`src/rtl/regfile_writeback_if.sv`:
```
// regfile_writeback_if: ALU, load, issue and register-bank signals of the writeback controller
interface regfile_writeback_if #(
    parameter int DATA_WIDTH     = 32,
    parameter int REG_ADDR_WIDTH = 5,
    parameter int REG_DEPTH      = 32
);
    logic                      alu_valid;
    logic [REG_ADDR_WIDTH-1:0] alu_rd;
    logic [DATA_WIDTH-1:0]     alu_data;
    logic                      ld_valid;
    logic                      ld_ready;
    logic [REG_ADDR_WIDTH-1:0] ld_rd;
    logic [DATA_WIDTH-1:0]     ld_data;
    logic                      issue_valid;
    logic [REG_ADDR_WIDTH-1:0] issue_rd;
    logic [REG_DEPTH-1:0]      busy;
    logic                      we;
    logic [REG_ADDR_WIDTH-1:0] wa;
    logic [DATA_WIDTH-1:0]     wd;

    modport slave (
        input  alu_valid, alu_rd, alu_data, ld_valid, ld_rd, ld_data, issue_valid, issue_rd,
        output ld_ready, busy, we, wa, wd
    );

    modport master (
        output alu_valid, alu_rd, alu_data, ld_valid, ld_rd, ld_data, issue_valid, issue_rd,
        input  ld_ready, busy, we, wa, wd
    );
endinterface

```
`src/rtl/regfile_writeback.sv`:
```
// regfile_writeback: merges ALU and buffered load results into one register write port with a busy scoreboard
module regfile_writeback #(
    parameter int DATA_WIDTH     = 32,
    parameter int REG_ADDR_WIDTH = 5,
    parameter int REG_DEPTH      = 32,
    parameter int FIFO_DEPTH     = 4
) (
    input logic                clk,
    input logic                rst,
    regfile_writeback_if.slave bus
);
    localparam int PW = $clog2(FIFO_DEPTH);
    localparam logic [PW:0] FULL = (PW+1)'(FIFO_DEPTH);
    localparam logic [REG_DEPTH-1:0] ONE = REG_DEPTH'(1);

    logic [REG_ADDR_WIDTH-1:0] fifo_rd [FIFO_DEPTH];
    logic [DATA_WIDTH-1:0]     fifo_data [FIFO_DEPTH];
    logic [PW-1:0]             rptr;
    logic [PW-1:0]             wptr;
    logic [PW:0]               count;
    logic                      alu_win;
    logic                      push;
    logic                      pop;
    logic [REG_DEPTH-1:0]      set_mask;
    logic [REG_DEPTH-1:0]      clr_mask;

    // Fullness is judged on the current count only, so a same-cycle pop never frees a slot early
    assign bus.ld_ready = !rst && (count != FULL);

    // Arbitration: a real ALU write always wins; the FIFO drains on any other cycle
    always_comb begin
        alu_win  = bus.alu_valid && (bus.alu_rd != '0);
        push     = bus.ld_valid && bus.ld_ready && (bus.ld_rd != '0);
        pop      = !alu_win && (count != '0);
        set_mask = (bus.issue_valid && (bus.issue_rd != '0)) ? (ONE << bus.issue_rd) : '0;
        clr_mask = bus.we ? (ONE << bus.wa) : '0;
    end

    // Load buffer storage; contents are don't-care outside the valid window
    always_ff @(posedge clk) begin
        if (push) begin
            fifo_rd[wptr]   <= bus.ld_rd;
            fifo_data[wptr] <= bus.ld_data;
        end
    end

    // Circular pointers wrap naturally because the depth is a power of two
    always_ff @(posedge clk) begin
        if (rst) begin
            rptr  <= '0;
            wptr  <= '0;
            count <= '0;
        end else begin
            if (push) wptr <= wptr + 1'b1;
            if (pop) rptr <= rptr + 1'b1;
            count <= count + (PW+1)'(push) - (PW+1)'(pop);
        end
    end

    // Registered write port; address and data hold when idle
    always_ff @(posedge clk) begin
        if (rst) begin
            bus.we <= 1'b0;
            bus.wa <= '0;
            bus.wd <= '0;
        end else if (alu_win) begin
            bus.we <= 1'b1;
            bus.wa <= bus.alu_rd;
            bus.wd <= bus.alu_data;
        end else if (pop) begin
            bus.we <= 1'b1;
            bus.wa <= fifo_rd[rptr];
            bus.wd <= fifo_data[rptr];
        end else begin
            bus.we <= 1'b0;
        end
    end

    // Scoreboard: clear on the presented write, set on issue (set wins), x0 never busy
    always_ff @(posedge clk) begin
        if (rst) bus.busy <= '0;
        else bus.busy <= ((bus.busy & ~clr_mask) | set_mask) & ~ONE;
    end
endmodule

```
`src/flat_wrapper.sv`:
```
// flat-port wrapper written by rule: the top's interface ports become plain ports
module regfile_writeback_flat 
#(
    parameter int DATA_WIDTH     = 32,
    parameter int REG_ADDR_WIDTH = 5,
    parameter int REG_DEPTH      = 32,
    parameter int FIFO_DEPTH     = 4
)
  (clk, rst, bus_alu_valid, bus_alu_rd, bus_alu_data, bus_ld_valid, bus_ld_rd, bus_ld_data, bus_issue_valid, bus_issue_rd, bus_ld_ready, bus_busy, bus_we, bus_wa, bus_wd);
  regfile_writeback_if #(.DATA_WIDTH(DATA_WIDTH), .REG_ADDR_WIDTH(REG_ADDR_WIDTH), .REG_DEPTH(REG_DEPTH)) bus_i ();
  input logic clk;
  input logic rst;
  input wire logic [$bits(bus_i.alu_valid)-1:0] bus_alu_valid;
  input wire logic [$bits(bus_i.alu_rd)-1:0] bus_alu_rd;
  input wire logic [$bits(bus_i.alu_data)-1:0] bus_alu_data;
  input wire logic [$bits(bus_i.ld_valid)-1:0] bus_ld_valid;
  input wire logic [$bits(bus_i.ld_rd)-1:0] bus_ld_rd;
  input wire logic [$bits(bus_i.ld_data)-1:0] bus_ld_data;
  input wire logic [$bits(bus_i.issue_valid)-1:0] bus_issue_valid;
  input wire logic [$bits(bus_i.issue_rd)-1:0] bus_issue_rd;
  output wire logic [$bits(bus_i.ld_ready)-1:0] bus_ld_ready;
  output wire logic [$bits(bus_i.busy)-1:0] bus_busy;
  output wire logic [$bits(bus_i.we)-1:0] bus_we;
  output wire logic [$bits(bus_i.wa)-1:0] bus_wa;
  output wire logic [$bits(bus_i.wd)-1:0] bus_wd;
  assign bus_i.alu_valid = bus_alu_valid;
  assign bus_i.alu_rd = bus_alu_rd;
  assign bus_i.alu_data = bus_alu_data;
  assign bus_i.ld_valid = bus_ld_valid;
  assign bus_i.ld_rd = bus_ld_rd;
  assign bus_i.ld_data = bus_ld_data;
  assign bus_i.issue_valid = bus_issue_valid;
  assign bus_i.issue_rd = bus_issue_rd;
  assign bus_ld_ready = bus_i.ld_ready;
  assign bus_busy = bus_i.busy;
  assign bus_we = bus_i.we;
  assign bus_wa = bus_i.wa;
  assign bus_wd = bus_i.wd;
  regfile_writeback #(.DATA_WIDTH(DATA_WIDTH), .REG_ADDR_WIDTH(REG_ADDR_WIDTH), .REG_DEPTH(REG_DEPTH), .FIFO_DEPTH(FIFO_DEPTH)) u_core (.clk(clk), .rst(rst), .bus(bus_i));
endmodule
```
`config.mk`:
```
export PLATFORM = sky130hd
export DESIGN_NAME = regfile_writeback_flat
export DESIGN_NICKNAME = d
export VERILOG_FILES = /design/src/rtl/regfile_writeback_if.sv /design/src/rtl/regfile_writeback.sv /design/src/flat_wrapper.sv
export SDC_FILE = /design/constraint.sdc
export NUM_CORES = 1
export LEC_CHECK = 0
export ABC_AREA = 0
export CAP_MARGIN = 10
export CELL_PAD_IN_SITES_DETAIL_PLACEMENT = 1
export CELL_PAD_IN_SITES_GLOBAL_PLACEMENT = 2
export CORE_ASPECT_RATIO = 1.5
export CORE_MARGIN = 1.5
export CORE_UTILIZATION = 36
export DETAILED_ROUTE_END_ITERATION = 16
export GPL_ROUTABILITY_DRIVEN = 0
export PLACE_DENSITY_LB_ADDON = 0.1
export SETUP_SLACK_MARGIN = 0.4
export SLEW_MARGIN = 20
export SYNTH_ARGS = -nofsm -noshare
export SYNTH_HDL_FRONTEND = slang
export SYNTH_SLANG_ARGS = --single-unit
export TNS_END_PERCENT = 100
```
`constraint.sdc`:
```
create_clock -name clk -period 3.2 [get_ports clk]
set_input_delay 0.48 -clock clk [delete_from_list [all_inputs] [get_ports clk]]
set_output_delay 0.48 -clock clk [all_outputs]
set_load 0.1 [all_outputs]
```
### Word-level counts from Yosys, hierarchy flattened

Memories as Yosys holds them, arrays and structs flattened. A register that Yosys moved wholly into a read port is not among the register bits.
Cells that the tools add are included.

* register bits: 77
* memory bits (writable): 148
* input bits: 84
* output and inout bits: 71
* word-level logic and storage cells: 47
* memories: 2

* add/sub/neg operators: 4
* eq/ne operators: 1
* shift-type cells: 2
* mux-type cells: 14
* bitwise operators: 3
* reduce and logical (&&, ||, !) cells: 13

Memories
* u_core.fifo_data: words 4, width 32, rd ports 1, clocked after Yosys merged registers in 1, write ports 1, RTL line regfile_writeback.sv:17 `logic [DATA_WIDTH-1:0] fifo_data [FIFO_DEPTH];`
* u_core.fifo_rd: words 4, width 5, rd ports 1, clocked after Yosys merged registers in 1, write ports 1, RTL line regfile_writeback.sv:16 `logic [REG_ADDR_WIDTH-1:0] fifo_rd [FIFO_DEPTH];`

Operators with widths (count)
* two-way mux 32 bit: 4
* left shift 1 x 5 -> 32 bit (first input constant): 2
* AND 32 bit: 1
* inverter 32 bit: 1
* OR 32 bit: 1
* nonzero test 5 bit: 3
* two-way mux 5 bit: 2
* two-way mux 2 bit: 4
* logical AND 1 bit: 6
* adder 2 x 1 -> 2 bit (second input constant): 2
* two-way mux 1 bit: 4
* adder 3 x 1 -> 3 bit: 1
* != test 3 bit (second input constant): 1
* nonzero test 3 bit: 1
* subtractor 3 x 1 -> 3 bit: 1
* zero test 1 bit: 2
* nonzero test 2 bit: 1

### Longest topological paths before layout

Gate-level depths: netlist of run 1.

* word-level depth: 6
* gate-level depth with buffers: 13
* mapped depth without buffers: 11

### Worst setup path before layout of run 1

OpenSTA, ideal clock, no wires.

* path kind: input -> register
* from: in bus_alu_rd[0]
* to: reg u_core.count[2]
* setup time: 0.128 ns
* arrival: 2.741 ns
* required time: 3.072 ns
* path slack: 0.332 ns
* stages on the path: 13
* path buffers: 2
* cells stage by stage: or4_4 > o21a_1 > buf_2 > buf_6 > nor2_1 > ha_1 > inv_1 > ha_1 > inv_1 > fa_1 > xor2_1 > xnor2_1 > nor2_1

* cells in the longest elaborated chain, start to end: 5

RTL lines
* start, declared: RTL line flat_wrapper.sv:14 `input wire logic [$bits(bus_i.alu_rd)-1:0] bus_alu_rd;`
* nonzero test 5 bit: RTL line regfile_writeback.sv:32 `alu_win = bus.alu_valid && (bus.alu_rd != '0);`
* logical AND 1 bit: RTL line regfile_writeback.sv:32
* zero test 1 bit: RTL line regfile_writeback.sv:34 `pop = !alu_win && (count != '0);`
* logical AND 1 bit: RTL line regfile_writeback.sv:34
* via u_core.pop: RTL line regfile_writeback.sv:23 `logic pop;`
* subtractor 3 x 1 -> 3 bit: RTL line regfile_writeback.sv:56 `count <= count + (PW+1)'(push) - (PW+1)'(pop);`
* end signal, assigned: RTL line regfile_writeback.sv:56
* end, declared: RTL line regfile_writeback.sv:20 `logic [PW:0] count;`

The timed path passes the listed nets, and every way through them passes these cells.
A chain may end at the register's enable or synchronous reset.

### Final worst setup path of run 1

Same ends and word-level chain as after synthesis.

==> impl_metrics.csv, run 1 <==
group,metric,value,unit
place,numPortBuffers,153,
die,die_h,194,um
worst_setup_path,crit_slowest_cell,"or4_4",
layout,nFillCells,2399,
worst_setup_path,required,3590,ps
die,coreArea,0.0237,mm2
timing,setup_violations,0,
cts,clk_latency,530,ps
pwr,power.total,8.84,mW
timing,rsz0062_at_grt,"false",
global_route,grt_max_degree,79,
timing,max_slew_margin,29.4,%
synth,synth_largest_area_cell,"edfxtp_1",
timing,slew_violations,0,
worst_setup_path,max_stage_delay,570,ps
flow_run,cap_viol_max_count,0,
layout,syn2layout_area_growth,30.3,%
worst_setup_path,cp-end-kind,"flip-flop",
detailed_routing,num_vias,5708,
cts,ctsHoldBuffers,0,
timing,worstMarginPinSlew,1060,ps
layout,utilization,47.9,%
cts,cts_max_level,1,
detailed_routing,ant_nets,0,
die,num_rows,69,
detailed_routing,route.detailed.drc,0,
cts,clock_sinks,226,
cts,cts-buffers-inserted,24,
place,dp_hpwl,15200,um
timing,min_period,2600,ps
worst_hold_path,worstHoldPathType,"input port to flip-flop",
detailed_routing,drt-wirelength-per-cell,21.3,um
cts,cts_tree,"done",
worst_hold_path,whs_endpoint,"u_core.wptr[1]",
synth,synthTopCellsByCount,"148 x edfxtp_1, 78 x dfxtp_1, 72 x nand2_1",
timing,hold_viol_final,0,
synth,synth_top_cell_area_share,51.0,%
synth,ys_async_sr_fraction,0,%
worst_setup_path,rr_endpoint,"u_core.fifo_data[3][31]",
synth,yosysUniqueCellTypes,42,
pwr,peakVddDrop,0.523,mV
synth,synth_nets,712,
worst_setup_path,worstPathMaxFanout,2,
worst_hold_path,hp-start,"rst",
timing,fmax,385,MHz
pwr,leakage,3.83,nW
synth,ys_top_cells_by_area,"edfxtp_1 51%, dfxtp_1 18%, mux4_2 9.6%, a21oi_1 4.0%, a211oi_1 3.1%",
detailed_routing,via_per_inst,5.12,
timing,tns,0,ps
detailed_routing,drt_iter0_drc,217,
global_route,grt_pass1_vias,6252,
pwr,power_density,778,mW/mm2
cts,cts_setup_buffers,0,
layout,multiInputGateArea,0.00254,mm2
timing,fin_skew,21.5,ps
worst_setup_path,start_kind,"input port",
synth,netlist_instances,621,
detailed_routing,drtPass1Iterations,4,
timing,fin_crit_sh,81.3,%
synth,synth.avg_cell_area,14.0,um2
global_route,antenna_found_initial,3,
worst_setup_path,critical_path_class,"input port to flip-flop",
worst_setup_path,regToRegSetupSlack,870,ps
worst_setup_path,r2r_start,"u_core.count[1]",
synth,synth_most_common_cell,"edfxtp_1",
worst_hold_path,min_path_cells,5,
synth,yosys_warnings,0,
worst_setup_path,crit_arrival,2990,ps
layout,final_nets,866,
outcome,status,"finished clean",
global_route,grt_pass1_wl,36300,um
cts,cts_buffer_depth,3,
synth,synth_edf_count,148,
cts,root_buffer,"clkbuf_16",
die,start_util,36.7,%
die,die-area,0.0252,mm2
synth,synth_seq_area_share,68.9,%
worst_setup_path,reg2regPathDepth,4,
synth,synth-seq-cells,226,
die,ioPinCount,155,
layout,drive_gt1_share,17.4,%
global_route,grt_overflow,0,
synth,netlist_area,0.00872,mm2
cts,cts_resized,0,
global_route,grt_usage,19.1,%
synth,yosys_most_used_dff,"edfxtp_1",
worst_setup_path,crit_path_cell_trace,"clkdlybuf4s50_1, or4_4, o21a_2, nor2_2, ha_1, inv_1, ha_1, inv_1, fa_2, xor2_1, xnor2_1, nor2_1",
die,die_w,130,um
cts,clk_pin_slew,70,ps
layout,seq_area,0.00601,mm2
detailed_routing,finalWirelength,23800,um
==> sequential cells by signal (all words and copies together) (netlist names), named ones only <==
signal	cells
u_core.bus.wa	5
u_core.fifo_rd	20
u_core.bus.wd	32
u_core.wptr	2
u_core.bus.busy	31
u_core.fifo_data	128
u_core.bus.we	1
u_core.count	3
u_core.rptr	2
==> power breakdown <==
group	internal [mW]	switching (mW)
clock network	1.82	1.17
logic	0.736	1.61
registers	3.36	0.160
total	5.91	2.94
==> metal layers <==
layer,vias up,global-route usage [%],wire [um]
li1,2639,-,-
met1,2878,21.6,9030
met2,149,34.5,12700
met3,42,3.32,1080
met4,0,8.52,967
met5,-,0,0
==> stage by stage <==
step | area, um2 | hold WS, ps | setup slack [ps] | cells
final | 11400 | 443 | 599 | 1115
after global routing | 11400 | 461 | 490 | 1115
after CTS | 11400 | 427 | 610 | 1112
after detailed placement | 10500 | 470 | 42.5 | 1068
after global placement | 10500 | 453 | 107 | 1068
after floorplan | 8730 | 454 | 421 | 621
==> cells by family after synthesis <==
group / synth area share (%)
fa+ha+maj: 1.09
xor+xnor: 0.201
simple gates: 8.08
compound gates: 9.60
other cells: 0.0430
flops: 68.9
mux: 9.82
buf+inv: 2.28
==> cells in the final DEF (no fill, tap or decap), types with 3 or more instances in the layout <==
cell type / netlist / routed
diode_2: 0 / 3
nor2_1: 46 / 45
nor3b_1: 5 / 5
clkinvlp_4: 0 / 3
nand2b_1: 8 / 8
o21ai_0: 32 / 32
bufinv_16: 0 / 4
and3_2: 0 / 4
ha_1: 6 / 6
edfxtp_1: 148 / 148
clkbuf_16: 0 / 25
nand3_1: 5 / 5
clkbuf_8: 0 / 3
inv_1: 7 / 7
a21oi_1: 70 / 70
a211oi_1: 36 / 36
clkdlybuf4s50_1: 0 / 121
dfxtp_1: 78 / 76
mux4_2: 37 / 37
clkinv_2: 0 / 5
nand2_1: 72 / 72
buf_4: 3 / 42
nor2b_1: 3 / 3
==> layout make-up <==
class                           count  area share [%]
Sequential cell                   226            52.9
Clock buffer                       30            5.94
Inverter                            7           0.231
Multi-Input combinational cell    352            22.3
Clock inverter                     14            1.54
Timing Repair Buffer              164            13.5
Tap cell                          319            3.51
Antenna cell                        3          0.0661
==> how the worst max path moves through the flow <==
stage | start | to | slack, ps
detailed placement | bus_alu_rd[0] | u_core.count[2] | 40
floorplan | bus_alu_rd[0] | u_core.count[2] | 420
finish | bus_alu_rd[0] | u_core.count[2] | 600
global route | bus_alu_rd[0] | u_core.count[2] | 490
global placement | bus_alu_rd[0] | u_core.count[2] | 110
CTS | bus_alu_rd[0] | u_core.count[2] | 610
==> critical path, delay by kind of cell <==
family / cells / cell delay [ps]
AOI/OAI and AO/OA: 1 / 250
buffers and inverters: 3 / 530
adders and majority gates: 3 / 680
xor gates and xnor gates: 2 / 340
and+or+nand+nor: 3 / 700
No activity file was read; power rests on OpenSTA's default activity.
==> run 2: changes to the inputs <==
==> constraint.sdc (replaced) <==
create_clock -name clk -period 2.7 [get_ports clk]
set_input_delay 0.405 -clock clk [delete_from_list [all_inputs] [get_ports clk]]
set_output_delay 0.405 -clock clk [all_outputs]
set_load 0.1 [all_outputs]
==> impl_metrics.csv, run 2 (synthesized netlist as in run 1, its figures left out) <==
group,metric,value,unit
detailed_routing,finalWirelength,23500,um
detailed_routing,drt_iter0_drc,131,
die,die_w,130,um
detailed_routing,num_vias,5758,
worst_setup_path,crit_path_end,"u_core.count[2]",
layout,reg_top3,"u_core.fifo_data: 128 flops, u_core.bus.wd: 32 flops, u_core.bus.busy: 31 flops",
cts,cts_max_level,1,
global_route,antenna_found_initial,1,
cts,cts_buffer_depth,3,
worst_setup_path,start_kind,"input port",
place,numPortBuffers,153,
die,num_rows,69,
worst_setup_path,critical_path_class,"input port to flip-flop",
worst_setup_path,regToRegSetupSlack,620,ps
timing,hold_viol_final,0,
layout,layout_commonest_cell,"edfxtp_1",
timing,rsz0062_at_grt,"false",
worst_setup_path,cp-end-kind,"flip-flop",
timing,fin_crit_sh,81.8,%
layout,nFillCells,2415,
outcome,status,"finished clean",
worst_setup_path,crit_arrival,2580,ps
global_route,grt_pass1_wl,36500,um
worst_setup_path,required,3070,ps
cts,clk_pin_slew,70,ps
timing,worstMarginPinSlew,767,ps
cts,root_buffer,"clkbuf_16",
timing,fin_skew,15.9,ps
place,place_area,0.0106,mm2
worst_hold_path,worstHoldPathType,"input port to flip-flop",
cts,clk_latency,510,ps
die,start_util,36.7,%
die,ioPinCount,155,
cts,ctsHoldBuffers,0,
cts,clock_sinks,226,
flow_run,cap_viol_max_count,0,
worst_setup_path,rr_endpoint,"u_core.count[2]",
place,dp_hpwl,16100,um
timing,max_slew_margin,48.7,%
layout,syn2layout_area_growth,30.6,%
die,coreArea,0.0237,mm2
timing,min_period,2210,ps
worst_setup_path,reg2regPathDepth,10,
detailed_routing,via_per_inst,5.12,
timing,fmax,453,MHz
pwr,peakVddDrop,0.583,mV
detailed_routing,drtPass1Iterations,4,
timing,setup_ws,493,ps
layout,drive_gt1_share,23.9,%
worst_setup_path,worstPathMaxFanout,2,
place,dp_cells,1082,
worst_setup_path,crit_start,"bus_alu_rd[4]",
global_route,grt_overflow,0,
cts,cts-buffers-inserted,23,
global_route,grt_usage,19.0,%
detailed_routing,route.detailed.drc,0,
detailed_routing,ant_nets,0,
layout,top_register,"u_core.fifo_data",
die,die-area,0.0252,mm2
pwr,power_density,895,mW/mm2
die,die_h,194,um
layout,largest_reg_flops,128,
layout,final_nets,880,
place,place_ws,-426,ps
cts,cts_tree,"done",
timing,setup_violations,0,
layout,final_cell_mix,"148 x edfxtp_1, 87 x buf_4, 78 x clkdlybuf4s50_1, 75 x dfxtp_1, 72 x nand2_1",
global_route,grt_pass1_vias,6382,
detailed_routing,drt-wirelength-per-cell,20.9,um
layout,final_cell_area,0.0114,mm2
pwr,leakage,3.95,nW
timing,slew_violations,0,
layout,instances_no_fill,1125,
worst_setup_path,r2r_start,"u_core.count[2]",
global_route,grt_max_degree,56,
[run 2: layer usage]
layer / part of all wire, % / track usage [%] / up-vias
met2: 56 / 36.3 / 136
li1: - / - / 2673
met3: 4.3 / 2.79 / 30
met5: 0 / 0 / -
met4: 2.7 / 6.05 / 0
met1: 37 / 21.1 / 2919
[run 2: how the worst min path moves through the flow]
stage / from / end / slack [ps] / depth (start not counted)
global route: bus_alu_rd[2] / u_core.bus.wa[2] / 220 / 3
detailed placement: u_core.rptr[1] / flip-flop / 480 / 2
finish: bus_alu_rd[2] / u_core.bus.wa[2] / 200 / 3
global placement: u_core.rptr[1] / flip-flop / 450 / 2
floorplan: u_core.rptr[1] / flip-flop / 450 / 2
CTS: bus_alu_rd[2] / u_core.bus.wa[2] / 300 / 3
[run 2: area by class of cell]
type / instances / area [um2] / area share (%)
well taps: 319 / 399 / 3.51
clock buffers: 28 / 604 / 5.31
repair buffers: 179 / 1640 / 14.4
diodes: 1 / 2.50 / 0.0220
flip-flops and latches: 226 / 6010 / 52.8
inverters: 7 / 26.3 / 0.231
clock inverters: 13 / 136 / 1.20
multi-input cells: 352 / 2560 / 22.5
[run 2: critical path: stages]
cell,delay (ps)
clkdlybuf4s15_1,200
or4_4,440
o21a_4,250
nor2_4,70
ha_1,220
inv_1,60
ha_2,160
inv_2,40
fa_2,350
xor2_2,150
xnor2_1,170
nor2_1,60
[run 2: timing repair]
action,CTS,global route
pin swaps,6,5
setup buffers,1,0
gates resized for setup,10,8
endpoints found under the hold margin,0,0
setup endpoints to repair,2,1
[run 2: through the flow]
stage	util (%)	hold WS [ps]	setup TNS (ps)	power, mW
after global placement	44.7	454	-504	7.06
after floorplan	-	454	-4.31	6.18
after detailed placement	44.7	477	-714	7.14
final	48.0	200	0	10.2
after global routing	48.0	217	0	10.7
after CTS	47.9	295	0	10.3
[run 2: report_power, final]
part | internal (mW) | leakage (nW) | switching (mW) | total (mW)
clock network | 1.87 | 0.361 | 1.29 | 3.17
logic | 0.925 | 1.60 | 1.93 | 2.86
registers | 3.97 | 1.98 | 0.196 | 4.17
total | 6.77 | 3.95 | 3.42 | 10.2
==> run 3: changes to the inputs <==
==> constraint.sdc (replaced) <==
create_clock -name clk -period 2.15 [get_ports clk]
set_input_delay 0.3225 -clock clk [delete_from_list [all_inputs] [get_ports clk]]
set_output_delay 0.3225 -clock clk [all_outputs]
set_load 0.1 [all_outputs]
==> impl_metrics.csv, run 3 (synthesized netlist as in run 1, its figures left out) <==
group,metric,value,unit
die,die-area,0.0252,mm2
pwr,power_switching,4.35,mW
global_route,grt_usage,19.1,%
detailed_routing,drt_iter0_drc,186,
global_route,grt_pass1_wl,36500,um
worst_setup_path,max_stage_delay,530,ps
layout,antenna_cells,0,
timing,fmax,486,MHz
cts,cts_tree,"done",
timing,max_slew_margin,56.6,%
place,dp_hpwl,16300,um
timing,fin_crit_sh,95.8,%
pwr,clock_power_share,29.8,%
global_route,grt_max_degree,56,
detailed_routing,via_per_inst,5.11,
die,coreArea,0.0237,mm2
layout,largest_reg_flops,128,
worst_setup_path,start_kind,"input port",
layout,top_register,"u_core.fifo_data",
cts,clk_pin_slew,60,ps
cts,root_buffer,"clkbuf_16",
worst_setup_path,crit_slowest_cell,"or4_4",
timing,setup_violations,0,
timing,tns,0,ps
worst_setup_path,required,2530,ps
worst_setup_path,crit_arrival,2440,ps
detailed_routing,num_vias,5861,
die,start_util,36.7,%
place,numPortBuffers,153,
layout,syn2layout_area_growth,33.7,%
cts,clk_latency,510,ps
cts,cts-buffers-inserted,23,
die,die_h,194,um
detailed_routing,route.detailed.drc,0,
pwr,switching_share,34.0,%
worst_setup_path,worst-path-buf-inv,3,
pwr,share_seq_of_total_power,40.9,%
pwr,p_comb_share,29.3,%
pwr,p_int,8.44,mW
die,ioPinCount,155,
worst_setup_path,cp-end-kind,"flip-flop",
detailed_routing,drtPass1Iterations,4,
timing,holdWs,108,ps
global_route,grt_pass1_vias,6509,
layout,layout_commonest_cell,"edfxtp_1",
global_route,antenna_found_initial,1,
detailed_routing,drt-wirelength-per-cell,20.9,um
timing,hold_viol_final,0,
detailed_routing,finalWirelength,24000,um
timing,min_period,2060,ps
layout,nFillCells,2388,
flow_run,cap_viol_max_count,0,
cts,clock_sinks,226,
worst_hold_path,hp-start,"bus_alu_rd[2]",
pwr,peakVddDrop,0.646,mV
layout,final_cell_mix,"148 x edfxtp_1, 102 x buf_4, 76 x clkdlybuf4s50_1, 72 x nand2_1, 70 x a21oi_1",
worst_setup_path,crit_path_cell_trace,"buf_6, or4_4, o21a_4, nor2_2, ha_1, inv_2, ha_4, inv_2, fa_2, xor2_2, xnor2_1, nor2_1",
worst_setup_path,cp_common_cell,"inv_2",
die,num_rows,69,
layout,utilization,49.1,%
layout,drive_gt1_share,27.1,%
detailed_routing,ant_nets,0,
worst_setup_path,r2r_start,"u_core.count[2]",
worst_setup_path,critical_path_class,"input port to flip-flop",
timing,setup_ws,90.9,ps
timing,fin_skew,10.8,ps
global_route,grt_overflow,0,
timing,rsz0062_at_grt,"true",
timing,worstMarginPinSlew,650,ps
die,die_w,130,um
outcome,status,"finished clean",
layout,final_nets,903,
pwr,power_density,1100,mW/mm2
worst_hold_path,worstHoldPathType,"input port to flip-flop",
layout,reg_top3,"u_core.fifo_data: 128 flops, u_core.bus.wd: 32 flops, u_core.bus.busy: 31 flops",
worst_setup_path,crit_start,"bus_alu_rd[0]",
cts,cts_buffer_depth,3,
pwr,leakage,4.09,nW
worst_setup_path,worstPathMaxFanout,2,
worst_setup_path,cp_top_family,"adder cells",
place,place_ws,-824,ps
cts,cts_max_level,1,
timing,slew_violations,0,
## run 3: changes by cell type in the layout (fill, tap and decap cells not counted), moves of 3 or more
cell | previous run | this run
and3_4 | 0 | 5
and3_2 | 4 | 0
buf_6 | 0 | 8
clkbuf_2 | 3 | 0
clkbuf_1 | 4 | 8
dfxtp_1 | 75 | 69
buf_4 | 87 | 102
dfxtp_2 | 3 | 7
## run 3: area by class of cell
| cell class | count | area (um2) | share of cell area, % |
|---|---|---|---|
| Timing Repair Buffer | 201 | 1880 | 16.1 |
| Sequential cell | 226 | 6020 | 51.7 |
| Clock inverter | 9 | 72.6 | 0.623 |
| Multi-Input combinational cell | 353 | 2620 | 22.5 |
| Clock buffer | 33 | 633 | 5.43 |
| Inverter | 7 | 26.3 | 0.225 |
| Tap cell | 319 | 399 | 3.42 |
## run 3: worst register-to-register path, stage by stage (launching register included)
cell,delay (ps)
dfxtp_4,360
nor3_4,200
nor2_2,60
ha_1,300
inv_2,70
ha_4,120
inv_2,30
fa_2,340
xor2_2,160
xnor2_1,170
nor2_1,50
## run 3: power by group through the flow
stage	Sequential (mW)	Clock, mW	Combinational, mW
global route	5.28	4.08	4.00
global placement	5.28	0	3.60
CTS	5.22	3.92	3.69
floorplan	6.20	0	1.57
finish	5.23	3.81	3.74
detailed placement	5.31	0	3.63
## run 3: what timing repair did
item	4_1_cts	5_1_grt
endpoints found under the setup margin	67	137
pin swaps	7	9
hold buffers	0	0
gates resized for setup	23	17
gates cloned	1	4
setup buffers	2	5
## run 3: per-stage QoR
stage          std cells  instance area (um2)  total power, mW
5_1_grt             1148                11700             13.3
2_1_floorplan        621                 8760             7.77
4_1_cts             1139                11500             12.8
3_3_place_gp        1094                10700             8.88
6_report            1148                11700             12.8
3_5_place_dp        1094                10700             8.94
## run 3: routing by layer
layer,part of all wire (%),track usage (%)
met1,37,20.6
met2,57,37.1
met3,4.1,2.93
met5,0.054,0
met4,2.5,5.68
## run 3: path summary, 6_finish.rpt
| path | endpoint | slack (ps) | depth (start not counted) |
|---|---|---|---|
| setup / recovery | u_core.count[2] | 90 | 12 |
| hold / removal | u_core.bus.wa[2] | 110 | 3 |
| setup reg to reg | u_core.count[2] | 160 | 10 |
| hold reg to reg | flip-flop | 470 | 2 |
